$ cat config.mk
export PLATFORM = sky130hd
export DESIGN_NAME = geig_multi_integrator
export DESIGN_NICKNAME = d
export VERILOG_FILES = /design/src/rtl/geig_pkg.sv /design/src/rtl/geig_chan_accum.sv /design/src/rtl/geig_multi_integrator.sv
export SDC_FILE = /design/constraint.sdc
export NUM_CORES = 1
export LEC_CHECK = 0
export BUFFER_PORTS_ARGS = -buffer_cell sky130_fd_sc_hd__clkbuf_2
export CORE_ASPECT_RATIO = 1.4
export CORE_MARGIN = 3
export CORE_UTILIZATION = 62
export DETAILED_ROUTE_END_ITERATION = 12
export GPL_TIMING_DRIVEN = 0
export HOLD_SLACK_MARGIN = 0.15
export PLACE_DENSITY = 0.91
export SLEW_MARGIN = 15
export SYNTH_ARGS = -nofsm -noshare
export SYNTH_HDL_FRONTEND = slang
export SYNTH_HIERARCHICAL = 1
export SYNTH_SLANG_ARGS = --single-unit
$ cat constraint.sdc
create_clock -name CLK_10HZ -period 11.73 [get_ports CLK_10HZ]
set_input_delay 1.173 -clock CLK_10HZ [delete_from_list [all_inputs] [get_ports CLK_10HZ]]
set_output_delay 1.173 -clock CLK_10HZ [all_outputs]
set_load 0.005 [all_outputs]
$ cat src/rtl/geig_pkg.sv
// Shared word layout, FSM encoding and saturation limit for the Geiger
// event integrator.
package geig_pkg;

    localparam int COUNT_W = 16;
    localparam int TS_W    = 24;
    localparam int ID_W    = 8;
    localparam int STACK_W = COUNT_W + TS_W + ID_W;

    localparam int ID_LSB    = 0;
    localparam int TS_LSB    = ID_LSB + ID_W;
    localparam int COUNT_LSB = TS_LSB + TS_W;

    localparam logic [COUNT_W-1:0] ACC_MAX = 16'hFFFF;

    typedef enum logic {
        IDLE = 1'b0,
        EMIT = 1'b1
    } state_t;

    function automatic logic [STACK_W-1:0] pack_stack(
        input logic [COUNT_W-1:0] count,
        input logic [TS_W-1:0]    ts,
        input logic [ID_W-1:0]    id
    );
        return {count, ts, id};
    endfunction

endpackage

$ cat src/rtl/geig_chan_accum.sv
// One Geiger channel: Gray-bus synchroniser, Gray-to-binary, modular delta
// and a saturating period accumulator with an end-of-period snapshot.
module geig_chan_accum
    import geig_pkg::*;
#(
    parameter int CW = 8
) (
    input  logic               CLK_10HZ,
    input  logic               RESET,
    input  logic [CW-1:0]      gcount_gray,
    input  logic               clr,
    input  logic               snap_ld,
    output logic [COUNT_W-1:0] total,
    output logic [COUNT_W-1:0] snap
);

    logic [CW-1:0]      sync1;
    logic [CW-1:0]      sync2;
    logic [CW-1:0]      bin;
    logic [CW-1:0]      prev;
    logic [CW-1:0]      delta;
    logic [COUNT_W-1:0] acc;
    logic [COUNT_W:0]   sum;

    function automatic logic [CW-1:0] gray2bin(input logic [CW-1:0] g);
        logic [CW-1:0] b;
        for (int i = 0; i < CW; i++) begin
            b[i] = ^(g >> i);
        end
        return b;
    endfunction

    // Unsigned subtraction wraps modulo 2^CW, which is exactly the number
    // of events seen across a source-counter rollover.
    always_comb begin
        bin   = gray2bin(sync2);
        delta = bin - prev;
        sum   = {1'b0, acc} + (COUNT_W + 1)'(delta);
        total = sum[COUNT_W] ? ACC_MAX : sum[COUNT_W-1:0];
    end

    // NOTE: non-blocking assignments keep sync1 -> sync2 -> acc a true
    // three-stage pipeline; blocking ones would collapse it into one edge.
    always_ff @(posedge CLK_10HZ or negedge RESET) begin
        if (!RESET) begin
            sync1 <= '0;
            sync2 <= '0;
            prev  <= '0;
            acc   <= '0;
            snap  <= '0;
        end else begin
            sync1 <= gcount_gray;
            sync2 <= sync1;
            prev  <= bin;
            acc   <= clr ? '0 : total;
            if (snap_ld) begin
                snap <= total;
            end
        end
    end

endmodule

$ cat src/rtl/geig_multi_integrator.sv
// Multi-channel Geiger integrator: period timer, per-channel accumulators and
// a valid/ack scan that emits one 48-bit stack per enabled channel.
module geig_multi_integrator
    import geig_pkg::*;
#(
    parameter int              NCH       = 4,
    parameter int              CW        = 8,
    parameter int              PERIOD_DS = 600,
    parameter logic [ID_W-1:0] ID_BASE   = 8'h47
) (
    input  logic               CLK_10HZ,
    input  logic               RESET,
    input  logic [TS_W-1:0]    TIMESTAMP,
    input  logic [NCH*CW-1:0]  GCOUNT_GRAY,
    input  logic [NCH-1:0]     CH_EN,
    output logic [STACK_W-1:0] G_DATA_STACK,
    output logic               G_DATA_VALID,
    input  logic               G_DATA_ACK,
    output logic               G_OVERRUN
);

    localparam int CHW = (NCH > 1) ? $clog2(NCH) : 1;
    localparam int PW  = 10;

    logic [PW-1:0]      pcnt;
    logic               period_end;
    logic               snap_ld;
    logic               xfer;
    state_t             state;
    logic [CHW-1:0]     ch;
    logic [TS_W-1:0]    ts_l;
    logic [NCH-1:0]     en_l;
    logic [COUNT_W-1:0] total [NCH];
    logic [COUNT_W-1:0] snap  [NCH];
    logic [CHW-1:0]     first_idx;
    logic               first_ok;
    logic [CHW-1:0]     next_idx;
    logic               next_ok;

    assign period_end = (pcnt == PW'(PERIOD_DS));
    // Snapshots are frozen while a previous emission is still draining.
    assign snap_ld    = period_end && (state == IDLE);
    assign xfer       = G_DATA_VALID && G_DATA_ACK;

    for (genvar g = 0; g < NCH; g++) begin : g_chan
        geig_chan_accum #(.CW(CW)) u_chan (
            .CLK_10HZ    (CLK_10HZ),
            .RESET       (RESET),
            .gcount_gray (GCOUNT_GRAY[g*CW +: CW]),
            .clr         (period_end),
            .snap_ld     (snap_ld),
            .total       (total[g]),
            .snap        (snap[g])
        );
    end

    // NOTE: every output gets a default before the loop, so no path through
    // this block can infer a latch.
    always_comb begin
        first_idx = '0;
        first_ok  = 1'b0;
        next_idx  = '0;
        next_ok   = 1'b0;
        for (int i = NCH - 1; i >= 0; i--) begin
            if (CH_EN[i]) begin
                first_idx = CHW'(i);
                first_ok  = 1'b1;
            end
            if (en_l[i] && (i > int'(ch))) begin
                next_idx = CHW'(i);
                next_ok  = 1'b1;
            end
        end
    end

    always_ff @(posedge CLK_10HZ or negedge RESET) begin
        if (!RESET) begin
            pcnt         <= PW'(1);
            state        <= IDLE;
            ch           <= '0;
            ts_l         <= '0;
            en_l         <= '0;
            G_DATA_STACK <= '0;
            G_DATA_VALID <= 1'b0;
            G_OVERRUN    <= 1'b0;
        end else begin
            pcnt <= period_end ? PW'(1) : pcnt + PW'(1);
            case (state)
                IDLE: begin
                    if (period_end) begin
                        ts_l <= TIMESTAMP;
                        en_l <= CH_EN;
                        // First word bypasses the snapshot register being loaded on this edge.
                        if (first_ok) begin
                            state        <= EMIT;
                            ch           <= first_idx;
                            G_DATA_VALID <= 1'b1;
                            G_DATA_STACK <= pack_stack(total[first_idx], TIMESTAMP,
                                                       ID_BASE + ID_W'(first_idx));
                        end
                    end
                end
                EMIT: begin
                    if (period_end) begin
                        G_OVERRUN <= 1'b1;
                    end
                    if (xfer) begin
                        if (next_ok) begin
                            ch           <= next_idx;
                            G_DATA_STACK <= pack_stack(snap[next_idx], ts_l,
                                                       ID_BASE + ID_W'(next_idx));
                        end else begin
                            G_DATA_VALID <= 1'b0;
                            state        <= IDLE;
                        end
                    end
                end
                default: state <= IDLE;
            endcase
        end
    end

endmodule
**After elaboration in Yosys (flattened, before gate mapping)**

Cells that the tools add are included.

- Add/sub/neg operators: 11
- $mul: 0
- Divide/modulo/power cells: 0
- $lt $le $gt $ge: 5
- Equal/unequal tests: 6
- Shift-type cells: 0
- Multiplexer cells: 49
- Bitwise operators: 3
- Reduce and logical (&&, ||, !) cells: 41

Operators by type and width:

| cell | count |
|---|---|
| 8-bit parity | 32 |
| 16-bit 2-to-1 mux | 12 |
| 48-bit 2-to-1 mux | 4 |
| 48-bit case mux with 2 select lines | 1 |
| 16-bit by 8-bit adder with 17-bit output | 4 |
| 16-bit binary-select mux with 2-bit select | 2 |
| 8-bit subtractor | 4 |
| 2-bit 2-to-1 mux | 11 |
| 7-bit by 2-bit adder with 8-bit output, first input constant | 2 |
| 1-bit 2-to-1 mux | 15 |
| 10-bit by 1-bit adder with 10-bit output, second input constant | 1 |
| 10-bit equality test, second input constant | 1 |
| 10-bit 2-to-1 mux | 1 |
| 4-bit AND reduction | 2 |
| 3-bit >= comparator, second input constant | 2 |
| 2-bit != test, second input constant | 3 |
| 2-bit NOT with 3-bit output | 2 |
| 1-bit logical AND | 5 |
| 2-bit greater-than comparator, first input constant | 2 |
| 2-bit by 1-bit != test with 1-bit output, second input constant | 2 |
| 1-bit case mux with 2 select lines | 2 |
| 2-bit case mux with 2 select lines | 1 |
| 2-bit AND reduction | 2 |
| 1-bit by 2-bit greater-than comparator with 1-bit output, first input constant | 1 |
| 1-bit NOT | 1 |

- Bits in registers: 315
- Bits in latches: 0
- Bits in writable memories: 0
- Memory bits (read-only): 0
- Input bits: 63
- Output and inout port bits: 50
- Memories: 0

**Logic depth before layout (Yosys ltp)**

- Word-level depth: 12
- Gate-level depth with buffers: 24
- Mapped depth without buffers: 23

**By module**

Netlist, hierarchy kept.

Modules (own cells, without submodules):

| module | instances | cells an instance | area an instance (sq um) | sequential area each (sq um) |
|---|---|---|---|---|
| geig_chan_accum at g_chan[1].u_chan ... | 3 | 289 | 2930.3 | 1401.3 |
| geig_multi_integrator | 1 | 494 | 5014.8 | 2178.3 |
| geig_chan_accum at g_chan[0].u_chan | 1 | 291 | 2901.5 | 1401.3 |

**Worst setup path after synthesis**

Ideal clock, no wire load.

- Kind: flip-flop to flip-flop
- Start: register g_chan[3].u_chan.sync2[7]
- End: register G_DATA_STACK[44]
- Arrival: 4.924 ns
- Required time: 11.603 ns
- Setup slack: 6.679 ns
- Stages on the path, launching flop included: 22
- Path buffers: 0
- Period minus slack after synthesis: 5.051 ns
- Cell sequence: dfrtp_1 xor2_2 xor2_2 xor2_2 xnor2_2 xnor2_1 ha_1 fa_1 nor2b_1 o21ai_0 a21boi_0 or4_1 nand3_1 ha_1 a21o_1 or2_2 o31ai_1 mux2i_1 inv_1 mux4_1 a21oi_1 a21oi_2

RTL lines:

| item | line | text |
|---|---|---|
| from (decl) | geig_chan_accum.sv:18 | `logic [CW-1:0] sync2;` |
| from (signal assigned) | geig_chan_accum.sv:53 | `sync2 <= sync1;` |
| to (signal assigned) | geig_multi_integrator.sv:98 | `G_DATA_STACK <= pack_stack(total[first_idx], TIMESTAMP,` |
| to (signal assigned) | geig_multi_integrator.sv:110 | `G_DATA_STACK <= pack_stack(snap[next_idx], ts_l,` |
| to (decl) | geig_multi_integrator.sv:16 | `output logic [STACK_W-1:0] G_DATA_STACK,` |

==> summary.txt <==
Global routing
  • Overflow left after global routing: 0
  • First-pass GRT wire length: 69770 microns
  • Vias in the first global route: roughly 14000
  • Maximum number of pins on one net before global-route repair: between 100 and 150
  • GRT Total Usage: 0.2994
  • Initial antenna violation count: 0

Setup path
  • Crit path launch type: flop
  • Crit path max-delay family: compound AO/OA/AOI/OAI gates
  • Critical Path RT: 12.23 ns
  • Slowest CP cell: a31oi_1
  • Worst-path fanout max: 8
  • Critical path type: flop to flop
  • CP Data Arrival Time: roughly 6.6 ns
  • CP Cell Sequence: xor2_2, xor2_2, xor2_2, xnor2_2, xnor2_1, ha_1, fa_1, nor2b_1, o21ai_0, a21boi_0, or4_1, nand3_1, ha_1, a21o_1, o21ai_0, a31oi_1, a211oi_1, a21oi_1, nor4bb_1, a21oi_1, o221a_2, o22ai_1, o22a_1
  • CP max stage delay: about 0.46 ns
  • Worst path buffer plus inverter count: 0
  • CP dominant cell by count: xor2_2
  • Endpoint class of the critical path: flop

Clocking
  • Cts hold-fix bufs: 0
  • Clock tree from TritonCTS: done
  • Clock sinks: 311
  • Clock Latency Late Sink: 0.56 ns
  • CTS H-tree depth: 1
  • Number of buffers on the longest clock path: 3
  • Clock-pin transition on the worst setup and hold timing paths: 0.07 ns
  • CTS root buf: clkbuf_16
  • TritonCTS buffer count: 30
  • Resized cells post-CTS: 0
  • Post-CTS setup buffer count: 0

Logic synthesis
  • Mean post-synth cell area: 10.11 sq um
  • Top FF cell, synth: dfrtp_1
  • Mapped Area: 0.01671 sq mm
  • FFs w/ async S/R, synth: 1.000
  • Synth warnings: 6
  • Post-synthesis sequential area ratio: 0.4659
  • Syn Inst Count: 1652
  • Post-synth top area cell: dfrtp_1
  • Synth unique cells: 85
  • Number of synthesized flops with an enable pin: 0
  • Synth Register Bits: between 300 and 400
  • Top-area cell type share of the netlist area: 0.4643
  • Dominant cells by area after synthesis: dfrtp_1 46%, ha_1 4.7%, nor2_1 4.2%

Routing
  • Average wire per standard cell: around 20 microns
  • Via count: roughly 14000
  • Post-route ant nets: 0
  • Routed WL: approximately 44000 microns
  • Drt drc: 0
  • Initial DRT Pass Iterations: 6
  • Iteration-0 DRC count of the detailed router: approximately 1000
  • Vias/cell: 6.194

Placement
  • Post-DP Area: between 0.015 and 0.02 sq mm
  • Detail Placement HPWL: 32180 microns
  • Routability cong.: 0.9811
  • Setup WS pre-CTS: roughly 5.7 ns
  • PortBufs: 109

Floorplanning
  • Initial Utilization: 0.6337
  • Core Area: around 0.026 sq mm
  • # IOs: 113
  • Die Ht: 200.2 microns
  • Rows: 70
  • Chip width: 144.7 microns
  • DIE AREA: between 0.02 and 0.03 sq mm

Timing
  • Achievable Freq: 0.1644 GHz
  • Tcrit/Tclk final: 0.5187
  • Final setup TNS: 0 ns
  • Hold slack: about 0.34 ns
  • Skew final: 0.01017 ns
  • Worst slew margin: 0.4868
  • RSZ-0062 raised after global routing: no
  • Slew Limit Fails: 0
  • Final WS setup: about 5.6 ns
  • Final min period: between 6 and 7 ns
  • Hold Fails Final Rpt: 0
  • # setup viols final: 0
  • Slew @ Worst Pin: 0.7639 ns

Final layout
  • Layout cells sized above 1: 0.1652
  • Ant diodes: 0
  • Fillers: 1799
  • Synth-to-Final Area Change: 13.42%
  • Final instance area: ~0.019 sq mm
  • Final net count: just under 2000
  • Final core occ: 0.7188

Run
  • Max_cap viols: 0

Run status
  • Status: complete, no violations

Power
  • Pwr dens: 285.0 mW/mm^2
  • VDD IR max: 0.0001910 V
  • Leak pwr: just under 9 nW

Min path
  • HP Class: flop to flop
cells in the mapped netlist (5+ instances only):
cell	instances
a2111oi_2	8
a211oi_1	34
a211oi_2	11
a21o_1	14
a21oi_1	115
a22oi_1	5
a31oi_1	21
and2_1	7
and3_1	11
and4_1	5
buf_2	21
buf_4	12
clkbuf_1	34
dfrtp_1	310
fa_1	8
ha_1	63
inv_1	124
mux2_1	16
mux2_2	14
mux2i_1	49
nand2_1	112
nand2b_1	12
nand3_1	31
nand4_1	9
nor2_1	188
nor2b_1	17
nor3_1	18
o211ai_1	10
o21ai_0	65
o21ai_1	38
o21ba_2	7
o221a_2	7
o221ai_1	6
o22a_1	13
o22ai_1	11
o31ai_1	8
o41ai_1	13
or2_2	12
or4_1	5
xnor2_1	49
xor2_1	31
xor2_2	12
where the power goes:
group	internal (W)	switching, W	leakage (nW)
Clock	0.000668	0.000418	0.545
Combinational	0.00103	0.00195	4.38
Sequential	0.00124	0.0000994	3.97
Total	0.00293	0.00247	8.90
cell families after synthesis:
logic type / Yosys count / synth area share
buf+inv: 193 / 0.04853
fa+ha+maj: 71 / 0.05677
other cells: 1 / 0.0002245
compound gates: 443 / 0.1875
xor+xnor: 96 / 0.05752
flops: 311 / 0.4659
simple gates: 453 / 0.1263
mux: 84 / 0.05722
area by class of cell:
class / instances / area (sq um) / area share
plain buffers: 69 / 346.6 / 0.01829
inverters: 124 / 465.4 / 0.02456
flip-flops and latches: 311 / 7784 / 0.4108
clock inverters: 16 / 270.3 / 0.01426
multi-input cells: 1150 / 8120 / 0.4285
repair buffers: 113 / 656.9 / 0.03466
well taps: 360 / 450.4 / 0.02377
clock buffers: 39 / 855.8 / 0.04516
layer usage:
metal	GRT usage	vias to the layer above	part of all wire
met1	0.3434	6579	0.36
met3	0.04036	182	0.064
li1	-	6139	-
met5	0	-	0
met4	0.1943	0	0.078
met2	0.5141	616	0.50
through the flow:
stage | power [W] | cells
floorplan | 0.003443 | 1654
global placement | 0.004110 | 2123
detailed placement | 0.004242 | 2127
CTS | 0.005368 | 2182
global route | 0.005755 | 2182
finish | 0.005401 | 2182
state kept, by name, indices dropped and copies added (netlist names):
register             cells
G_DATA_STACK            45
G_DATA_VALID             1
G_OVERRUN                1
ch                       2
en_l                     3
g_chan.u_chan/acc       64
g_chan.u_chan/prev      32
g_chan.u_chan/snap      64
g_chan.u_chan/sync1     32
g_chan.u_chan/sync2     32
pcnt                    10
state                    1
ts_l                    24
path summary, 6_finish.rpt:
| kind | start | cells past startpoint | slack, ns | endpoint |
|---|---|---|---|---|
| max | g_chan[3].u_chan/sync2[7]$_DFF_PN0_ | 23 | 5.65 | G_DATA_STACK[43]$_DFFE_PN0P_ |
| min | g_chan[3].u_chan/sync1[5]$_DFF_PN0_ | 0 | 0.34 | g_chan[3].u_chan/sync2[5]$_DFF_PN0_ |
| max reg2reg | g_chan[3].u_chan/sync2[7]$_DFF_PN0_ | 23 | 5.65 | G_DATA_STACK[43]$_DFFE_PN0P_ |
| min reg2reg | g_chan[3].u_chan/sync1[5]$_DFF_PN0_ | 0 | 0.34 | g_chan[3].u_chan/sync2[5]$_DFF_PN0_ |
| max in group asynchronous | RESET | 3 | 9.80 | g_chan[0].u_chan/sync1[6]$_DFF_PN0_ |
| min in group asynchronous | RESET | 1 | 0.62 | ts_l[15]$_DFFE_PN0P_ |
cells in the final DEF, fill, tap and decap left out, types with 31 or more instances in the layout:
| cell | count |
|---|---|
| dfrtp_1 | 310 |
| nor2_1 | 188 |
| inv_1 | 124 |
| a21oi_1 | 115 |
| nand2_1 | 112 |
| clkbuf_2 | 109 |
| o21ai_0 | 65 |
| ha_1 | 63 |
| xnor2_1 | 49 |
| mux2i_1 | 49 |
| o21ai_1 | 38 |
| clkbuf_1 | 36 |
| a211oi_1 | 34 |
| nand3_1 | 31 |
| xor2_1 | 31 |
| clkbuf_16 | 31 |
worst reg2reg max path, cell delays in order (launching register included):
cell      delay [ns]
dfrtp_1         0.45
xor2_2          0.26
xor2_2          0.26
xor2_2          0.15
xnor2_2         0.36
xnor2_1         0.14
ha_1            0.24
fa_1            0.41
nor2b_1         0.11
o21ai_0         0.11
a21boi_0        0.41
or4_1           0.18
nand3_1         0.08
ha_1            0.41
a21o_1          0.26
o21ai_0         0.21
a31oi_1         0.46
a211oi_1        0.14
a21oi_1         0.21
nor4bb_1        0.46
a21oi_1         0.08
o221a_2         0.29
o22ai_1         0.18
o22a_1          0.16
Note: power is estimated with default switching activity, not from simulation.
